[src/rtl/dmem_arbiter.sv]
// Two-port arbiter in front of a single-ported data memory: m0 has fixed priority,
// and defining DMEM_ARB_STARVE_EN adds a starvation guard that lifts m1 after MAX_WAIT denied cycles.
module dmem_arbiter #(
    parameter int AW       = 10,
    parameter int MAX_WAIT = 4
) (
    input  logic          clk,
    input  logic          reset,
    input  logic          m0_req,
    input  logic          m0_we,
    input  logic [AW-1:0] m0_addr,
    input  logic [31:0]   m0_wdata,
    output logic          m0_gnt,
    output logic          m0_rvalid,
    output logic [31:0]   m0_rdata,
    input  logic          m1_req,
    input  logic          m1_we,
    input  logic [AW-1:0] m1_addr,
    input  logic [31:0]   m1_wdata,
    output logic          m1_gnt,
    output logic          m1_rvalid,
    output logic [31:0]   m1_rdata,
    output logic          mem_en,
    output logic          mem_we,
    output logic [AW-1:0] mem_addr,
    output logic [31:0]   mem_wdata,
    input  logic [31:0]   mem_rdata
);

    if (MAX_WAIT < 1) begin : g_bad_param
        $error("dmem_arbiter: MAX_WAIT must be at least 1");
    end

    logic gnt0, gnt1;
    logic prio;
    logic pend0, pend1;

`ifdef DMEM_ARB_STARVE_EN
    localparam int CW = $clog2(MAX_WAIT + 1);

    typedef enum logic {ST_NORMAL, ST_M1_PRIO} state_t;

    state_t        state;
    logic [CW-1:0] wait_cnt, wait_nxt;

    // A grant to m1 clears the counter before it can arm the priority state.
    always_comb begin
        wait_nxt = wait_cnt;
        if (!m1_req || gnt1)
            wait_nxt = '0;
        else if (wait_cnt != CW'(MAX_WAIT))
            wait_nxt = wait_cnt + 1'b1;
    end

    // Priority is armed on the same edge the counter reaches MAX_WAIT, so it
    // takes effect in the very next cycle.
    always_ff @(posedge clk) begin
        if (reset) begin
            state    <= ST_NORMAL;
            wait_cnt <= '0;
        end else begin
            wait_cnt <= wait_nxt;
            case (state)
                ST_NORMAL:  if (wait_nxt == CW'(MAX_WAIT)) state <= ST_M1_PRIO;
                ST_M1_PRIO: if (gnt1 || !m1_req)           state <= ST_NORMAL;
                default:                                   state <= ST_NORMAL;
            endcase
        end
    end

    assign prio = (state == ST_M1_PRIO);
`else
    assign prio = 1'b0;
`endif

    assign gnt1 = !reset && m1_req && (!m0_req || prio);
    assign gnt0 = !reset && m0_req && !gnt1;

    assign m0_gnt = gnt0;
    assign m1_gnt = gnt1;
    assign mem_en = gnt0 || gnt1;

    always_comb begin
        mem_we    = 1'b0;
        mem_addr  = '0;
        mem_wdata = '0;
        if (gnt0) begin
            mem_we    = m0_we;
            mem_addr  = m0_addr;
            mem_wdata = m0_wdata;
        end else if (gnt1) begin
            mem_we    = m1_we;
            mem_addr  = m1_addr;
            mem_wdata = m1_wdata;
        end
    end

    // Remember which port owns the read data returning next cycle.
    always_ff @(posedge clk) begin
        if (reset) begin
            pend0 <= 1'b0;
            pend1 <= 1'b0;
        end else begin
            pend0 <= gnt0 && !m0_we;
            pend1 <= gnt1 && !m1_we;
        end
    end

    // Gating with reset drops a read whose return cycle collides with reset.
    assign m0_rvalid = pend0 && !reset;
    assign m1_rvalid = pend1 && !reset;
    assign m0_rdata  = m0_rvalid ? mem_rdata : 32'h0;
    assign m1_rdata  = m1_rvalid ? mem_rdata : 32'h0;

endmodule
[config.mk]
export PLATFORM = sky130hd
export DESIGN_NAME = dmem_arbiter
export DESIGN_NICKNAME = d
export VERILOG_FILES = /design/src/rtl/dmem_arbiter.sv
export SDC_FILE = /design/constraint.sdc
export NUM_CORES = 1
export LEC_CHECK = 0
export ABC_AREA = 1
export CAP_MARGIN = 25
export CORE_AREA = 2 2 90 92
export DETAILED_ROUTE_END_ITERATION = 12
export DIE_AREA = 0 0 92 94
export PLACE_DENSITY = 0.81
export SLEW_MARGIN = 20
export SYNTH_ARGS = -nofsm -noshare
export SYNTH_HDL_FRONTEND = slang
export SYNTH_SLANG_ARGS = --single-unit
[constraint.sdc]
create_clock -name clk -period 1.2 [get_ports clk]
set_input_delay 0.36 -clock clk [delete_from_list [all_inputs] [get_ports clk]]
set_output_delay 0.36 -clock clk [all_outputs]
set_load 0.05 [all_outputs]
==> impl_metrics.json, run 1 <==
{
  "nNetsFinal": 660,
  "syn_avg_cell_area_um2": 4.80,
  "fin_crit_ns": 1.70,
  "setup_viol": 112,
  "violations": "negative setup slack",
  "drc_errors": 0,
  "grt-ovfl-total": 0,
  "synth.area.top_cells": "nand2_1 26%, nand4_1 21%, nor2_1 20%",
  "synth.top_cell.area_share": 0.261,
  "cts_hold_buf": 0,
  "synthAdderAreaFrac": 0,
  "power.density_nw_per_um2": 398,
  "crit_arrival_ns": 1.34,
  "synth.distinct_cells": 13,
  "io_buffers": 233,
  "fin_crit_sh": 1.42,
  "postRouteWirelength_um": 14600,
  "dieArea_um2": 8650,
  "synth_mux_area_frac": 0,
  "yosys_warnings": 0,
  "cts_inserted_buffers": 3,
  "place.detailed.hpwl_um": 8710,
  "drtIter0Drc": 76,
  "synth_compound_area_frac": 0,
  "antennaDiodeCount": 0,
  "netlist_instances": 263,
  "cap_violations": 0,
  "final.setup.tns_ns": -45.33,
  "critPathLaunchType": "primary input",
  "syn_nets": 385,
  "avgRoutedWirePerCell_um": 22.9,
  "path_class": "primary input to output pin",
  "p_leak_nw": 3.17,
  "fmax_mhz": 588,
  "rsz0062_at_grt": "true",
  "relSlewSlack": 0.857,
  "via_count": 3146,
  "synthSimpleGateAreaFrac": 0.708,
  "numClockSinks": 2,
  "critPathMaxFanout": 1,
  "clock_path_buffers": 2,
  "syn_area_um2": 1260,
  "final-hold-violation-count": 0,
  "dieHeight_um": 94,
  "drv_slew": 0,
  "area_delta_synth_final_pct": 443,
  "worst_pin_slew_ns": 0.213,
  "grt_usage": 0.312,
  "gp_congestion": 0.817,
  "grt_max_degree": 13,
  "cts_tree": "done",
  "die_w_um": 92,
  "grt_pass1_vias": 3651,
  "critPathCaptureType": "output pin",
  "viasPerCell": 4.93,
  "synth_top_family_by_area": "simple AND/OR/NAND/NOR gates",
  "final_cell_count_no_fill": 638,
  "required_ns": 0.84,
  "antenna_left": 0,
  "htree_num_levels": 1,
  "dp_cells": 606,
  "synthXorXnorAreaFrac": 0,
  "yosysTopAreaCell": "nand2_1",
  "rows": 32,
  "setup_ws_ns": -0.501,
  "ys_seq_elements": 2,
  "clkTransAtPathRegs_ns": 0.03,
  "power.total_mw": 2.73,
  "status": "complete, but fails checks",
  "grt_pass1_wl_um": 20700,
  "dr.pass1.iters": 4,
  "drive_above_1_share": 0.687,
  "ys_seq_area_frac": 0.0317,
  "initial_utilization": 0.166,
  "ir_drop_v": 0.000430,
  "antenna_found_initial": 0,
  "ios": 234,
  "coreArea_um2": 7610,
  "clock-root-buffer": "clkbuf_8",
  "hold_path.class": "primary input to register"
}
==> cells in the mapped netlist, drive strengths merged <==
master	instances
nand2	90
nor2	67
nand4	43
inv	37
buf	23
dfxtp	2
nor3	1
==> critical path, cell delays in order <==
cell and delay, ns:
clkdlybuf4s50_1 0.49, nand4_1 0.21, nand2_4 0.15, buf_12 0.14
==> power by group <==
part | internal, mW | switching (mW) | total [mW]
clock network | 0.214 | 0.0696 | 0.283
registers | 0.0699 | 0.00480 | 0.0747
logic | 1.17 | 1.21 | 2.38
==> metal layers <==
| metal | share of wire | global-route usage | routed length, µm |
|---|---|---|---|
| met5 | 0 | 0 | 0 |
| met4 | 0.054 | 0.143 | 791 |
| met3 | 0.074 | 0.0722 | 1090 |
| met2 | 0.56 | 0.640 | 8120 |
| met1 | 0.32 | 0.286 | 4600 |
==> registers in the layout (all words and copies together), names as in the netlist <==
register and cells:
pend0 1, pend1 1
==> path summary, 6_finish.rpt <==
| check | depth (start not counted) | from | endpoint |
|---|---|---|---|
| worst max-delay path | 4 | m1_wdata[10] | mem_wdata[10] |
| worst min-delay path | 3 | m0_req | pend1 |
==> cell usage in the layout (no fill, tap or decap), types with 2 or more instances in the layout <==
master	Yosys	final
nand2_2	0	6
buf_16	0	7
nor2_4	0	66
buf_4	4	17
clkbuf_8	0	3
clkinv_8	0	2
dlymetal6s2s_1	0	27
inv_1	33	6
buf_8	0	3
dfxtp_2	0	2
dlygate4sd2_1	0	4
nand2_8	0	2
inv_2	3	26
nand2_4	2	83
clkdlybuf4s50_1	0	87
buf_6	10	16
nand4_1	43	43
buf_12	0	129
==> cell families (layout without fill, tap and decap cells) <==
family / count (synthesis) / after routing
simple gates: 201 / 202
buf+inv: 60 / 332
flops: 2 / 2
==> through the flow <==
step                hold WS, ns  utilization  instance area [µm²]  setup slack, ns
finish                    0.446        0.903                 6870           -0.501
global placement          0.957        0.772                 5870           -0.794
floorplan                 0.432            -                 2190           -0.111
CTS                       0.439        0.896                 6810           -0.488
detailed placement        0.954        0.772                 5870           -0.855
global route              0.457        0.903                 6870           -0.497
==> area by class of cell <==
class                   count  area, µm²
repair inverters            1       16.3
flip-flops and latches      2       42.5
repair buffers            291       4400
inverters                  37        193
well taps                 102        128
clock buffers               3       41.3
multi-input cells         202       2050
fillers                   283        741
==> what timing repair did <==
item                       4_1_cts  5_1_grt
gates cloned                    16        1
gates resized for setup        150       71
setup endpoints to repair      114      113
pin swaps                       72       67
setup buffers                   18        7
(Power assumes the default switching activity.)
==> run 2: changes to the inputs <==
--- a/config.mk
+++ b/config.mk
@@ -10,7 +10,7 @@
 export CORE_AREA = 2 2 90 92
 export DETAILED_ROUTE_END_ITERATION = 12
 export DIE_AREA = 0 0 92 94
-export PLACE_DENSITY = 0.81
+export PLACE_DENSITY = 0.71
 export SLEW_MARGIN = 20
 export SYNTH_ARGS = -nofsm -noshare
 export SYNTH_HDL_FRONTEND = slang
==> run 2 against run 1 <==
The run still ends with negative setup slack left. Maximum frequency grew 3.0%. Global-route usage shrank 3.2 points. Routed wire length shrank 12%. Clock-buffer cell count is the same. Combinational power shrank 3%. Largest cell class unchanged.
==> impl_metrics.json, run 2 (synthesized netlist as in run 1, its figures left out) <==
{
  "fillCellCount": 331,
  "nNetsFinal": 653,
  "rows": 32,
  "slowest_stage": "buf_12",
  "drc_errors": 0,
  "final-hold-violation-count": 0,
  "drv_slew": 0,
  "relSlewSlack": 0.805,
  "multi_input_area_um2": 1990,
  "regArea_um2": 40.0,
  "avgRoutedWirePerCell_um": 20.2,
  "coreArea_um2": 7610,
  "ir_drop_v": 0.000304,
  "cts_hold_buf": 0,
  "clock_path_buffers": 2,
  "antenna_left": 0,
  "via_count": 2951,
  "antenna_found_initial": 1,
  "grt-ovfl-total": 0,
  "path_delay_family": "buffers and inverters",
  "area_delta_synth_final_pct": 430,
  "max_stage_delay_ns": 0.15,
  "path_class": "primary input to output pin",
  "setup_ws_ns": -0.451,
  "setup_viol": 112,
  "dp_cells": 605,
  "place.detailed.hpwl_um": 8670,
  "hold_path.class": "primary input to register",
  "htree_num_levels": 1,
  "die_w_um": 92,
  "required_ns": 0.84,
  "dr.pass1.iters": 4,
  "postRouteWirelength_um": 12800,
  "cp_cell_sequence": "buf_8 -> buf_6 -> nor2_8 -> buf_12 -> buf_12 -> nand2_4 -> nand2_4 -> buf_12",
  "final_cell_count_no_fill": 632,
  "p_leak_nw": 2.90,
  "largestRegisters": "pend0 (1), pend1 (1)",
  "io_buffers": 233,
  "initial_utilization": 0.166,
  "grt_pass1_vias": 3309,
  "crit_top_cell": "buf_12",
  "fin_crit_sh": 1.38,
  "gp_congestion": 0.855,
  "cts_inserted_buffers": 3,
  "clock-root-buffer": "clkbuf_8",
  "final_common_cell": "buf_12",
  "rsz0062_at_grt": "true",
  "crit_arrival_ns": 1.29,
  "viasPerCell": 4.67,
  "numClockSinks": 2,
  "fin_hold_ws_ns": 0.505,
  "cp.buffers_inverters": 5,
  "status": "complete, but fails checks",
  "fmax_mhz": 606,
  "dieArea_um2": 8650,
  "critPathCaptureType": "output pin",
  "worst_pin_slew_ns": 0.291,
  "layout_common_cells": "123 x buf_12, 105 x clkdlybuf4s50_1, 75 x nand2_4, 66 x nor2_4, 43 x nand4_1",
  "cap_violations": 0,
  "drtIter0Drc": 65,
  "fin_crit_ns": 1.65,
  "grt_max_degree": 16,
  "critPathLaunchType": "primary input",
  "violations": "negative setup slack",
  "clkTransAtPathRegs_ns": 0.03,
  "dieHeight_um": 94,
  "ios": 234,
  "cts_tree": "done",
  "grt_pass1_wl_um": 18600,
  "drive_above_1_share": 0.660,
  "critPathMaxFanout": 7,
  "grt_usage": 0.280,
  "power.density_nw_per_um2": 393
}
[run 2: cell count changes in the layout (fill, tap and decap cells not counted), moves of 5 or more]
cell / before / now
dlymetal6s2s_1: 27 / 4
clkdlybuf4s50_1: 87 / 105
nand2_4: 83 / 75
buf_12: 129 / 123
inv_1: 6 / 12
inv_2: 26 / 20
dlygate4sd2_1: 4 / 9
[run 2: metal layers]
layer  global-route usage  wire length [µm]
met1                0.258              3940
met2                0.544              7180
met3               0.0899              1110
met4                0.146               548
met5                    0                 0
[run 2: per-stage QoR]
stage / util / instance area (µm²) / power (mW) / setup TNS (ns) / setup slack, ns
2_1_floorplan: - / 2190 / 0.993 / -9.42 / -0.111
5_1_grt: 0.881 / 6700 / 2.73 / -46.40 / -0.480
6_report: 0.881 / 6700 / 2.63 / -43.26 / -0.451
3_3_place_gp: 0.767 / 5840 / 2.04 / -85.22 / -0.833
3_5_place_dp: 0.767 / 5840 / 2.07 / -87.83 / -0.869
4_1_cts: 0.849 / 6460 / 2.55 / -44.83 / -0.443
[run 2: power by group]
group | total (mW) | internal, mW | switching (mW)
clock | 0.261 | 0.212 | 0.0495
combinational | 2.30 | 1.16 | 1.14
sequential | 0.0726 | 0.0694 | 0.00325
[run 2: final cells by class]
| class | count | share of cell area |
|---|---|---|
| Timing Repair inverter | 1 | 0.00168 |
| Antenna cell | 1 | 0.000373 |
| Tap cell | 102 | 0.0190 |
| Inverter | 37 | 0.0287 |
| Multi-Input combinational cell | 201 | 0.297 |
| Sequential cell | 2 | 0.00597 |
| Clock buffer | 3 | 0.00616 |
| Timing Repair Buffer | 285 | 0.641 |
[run 2: what timing repair did]
item,in CTS,in global routing
setup endpoints to repair,114,114
buffers inserted,9,4
gates resized for setup,108,62
pin swaps,25,17
hold endpoints to repair,0,0
gates cloned,10,1
[run 2: final timing paths]
| check | start | end | slack [ns] | cells past startpoint |
|---|---|---|---|---|
| setup / recovery | reset | mem_wdata[16] | -0.45 | 8 |
| hold / removal | m0_req | pend1 | 0.51 | 3 |
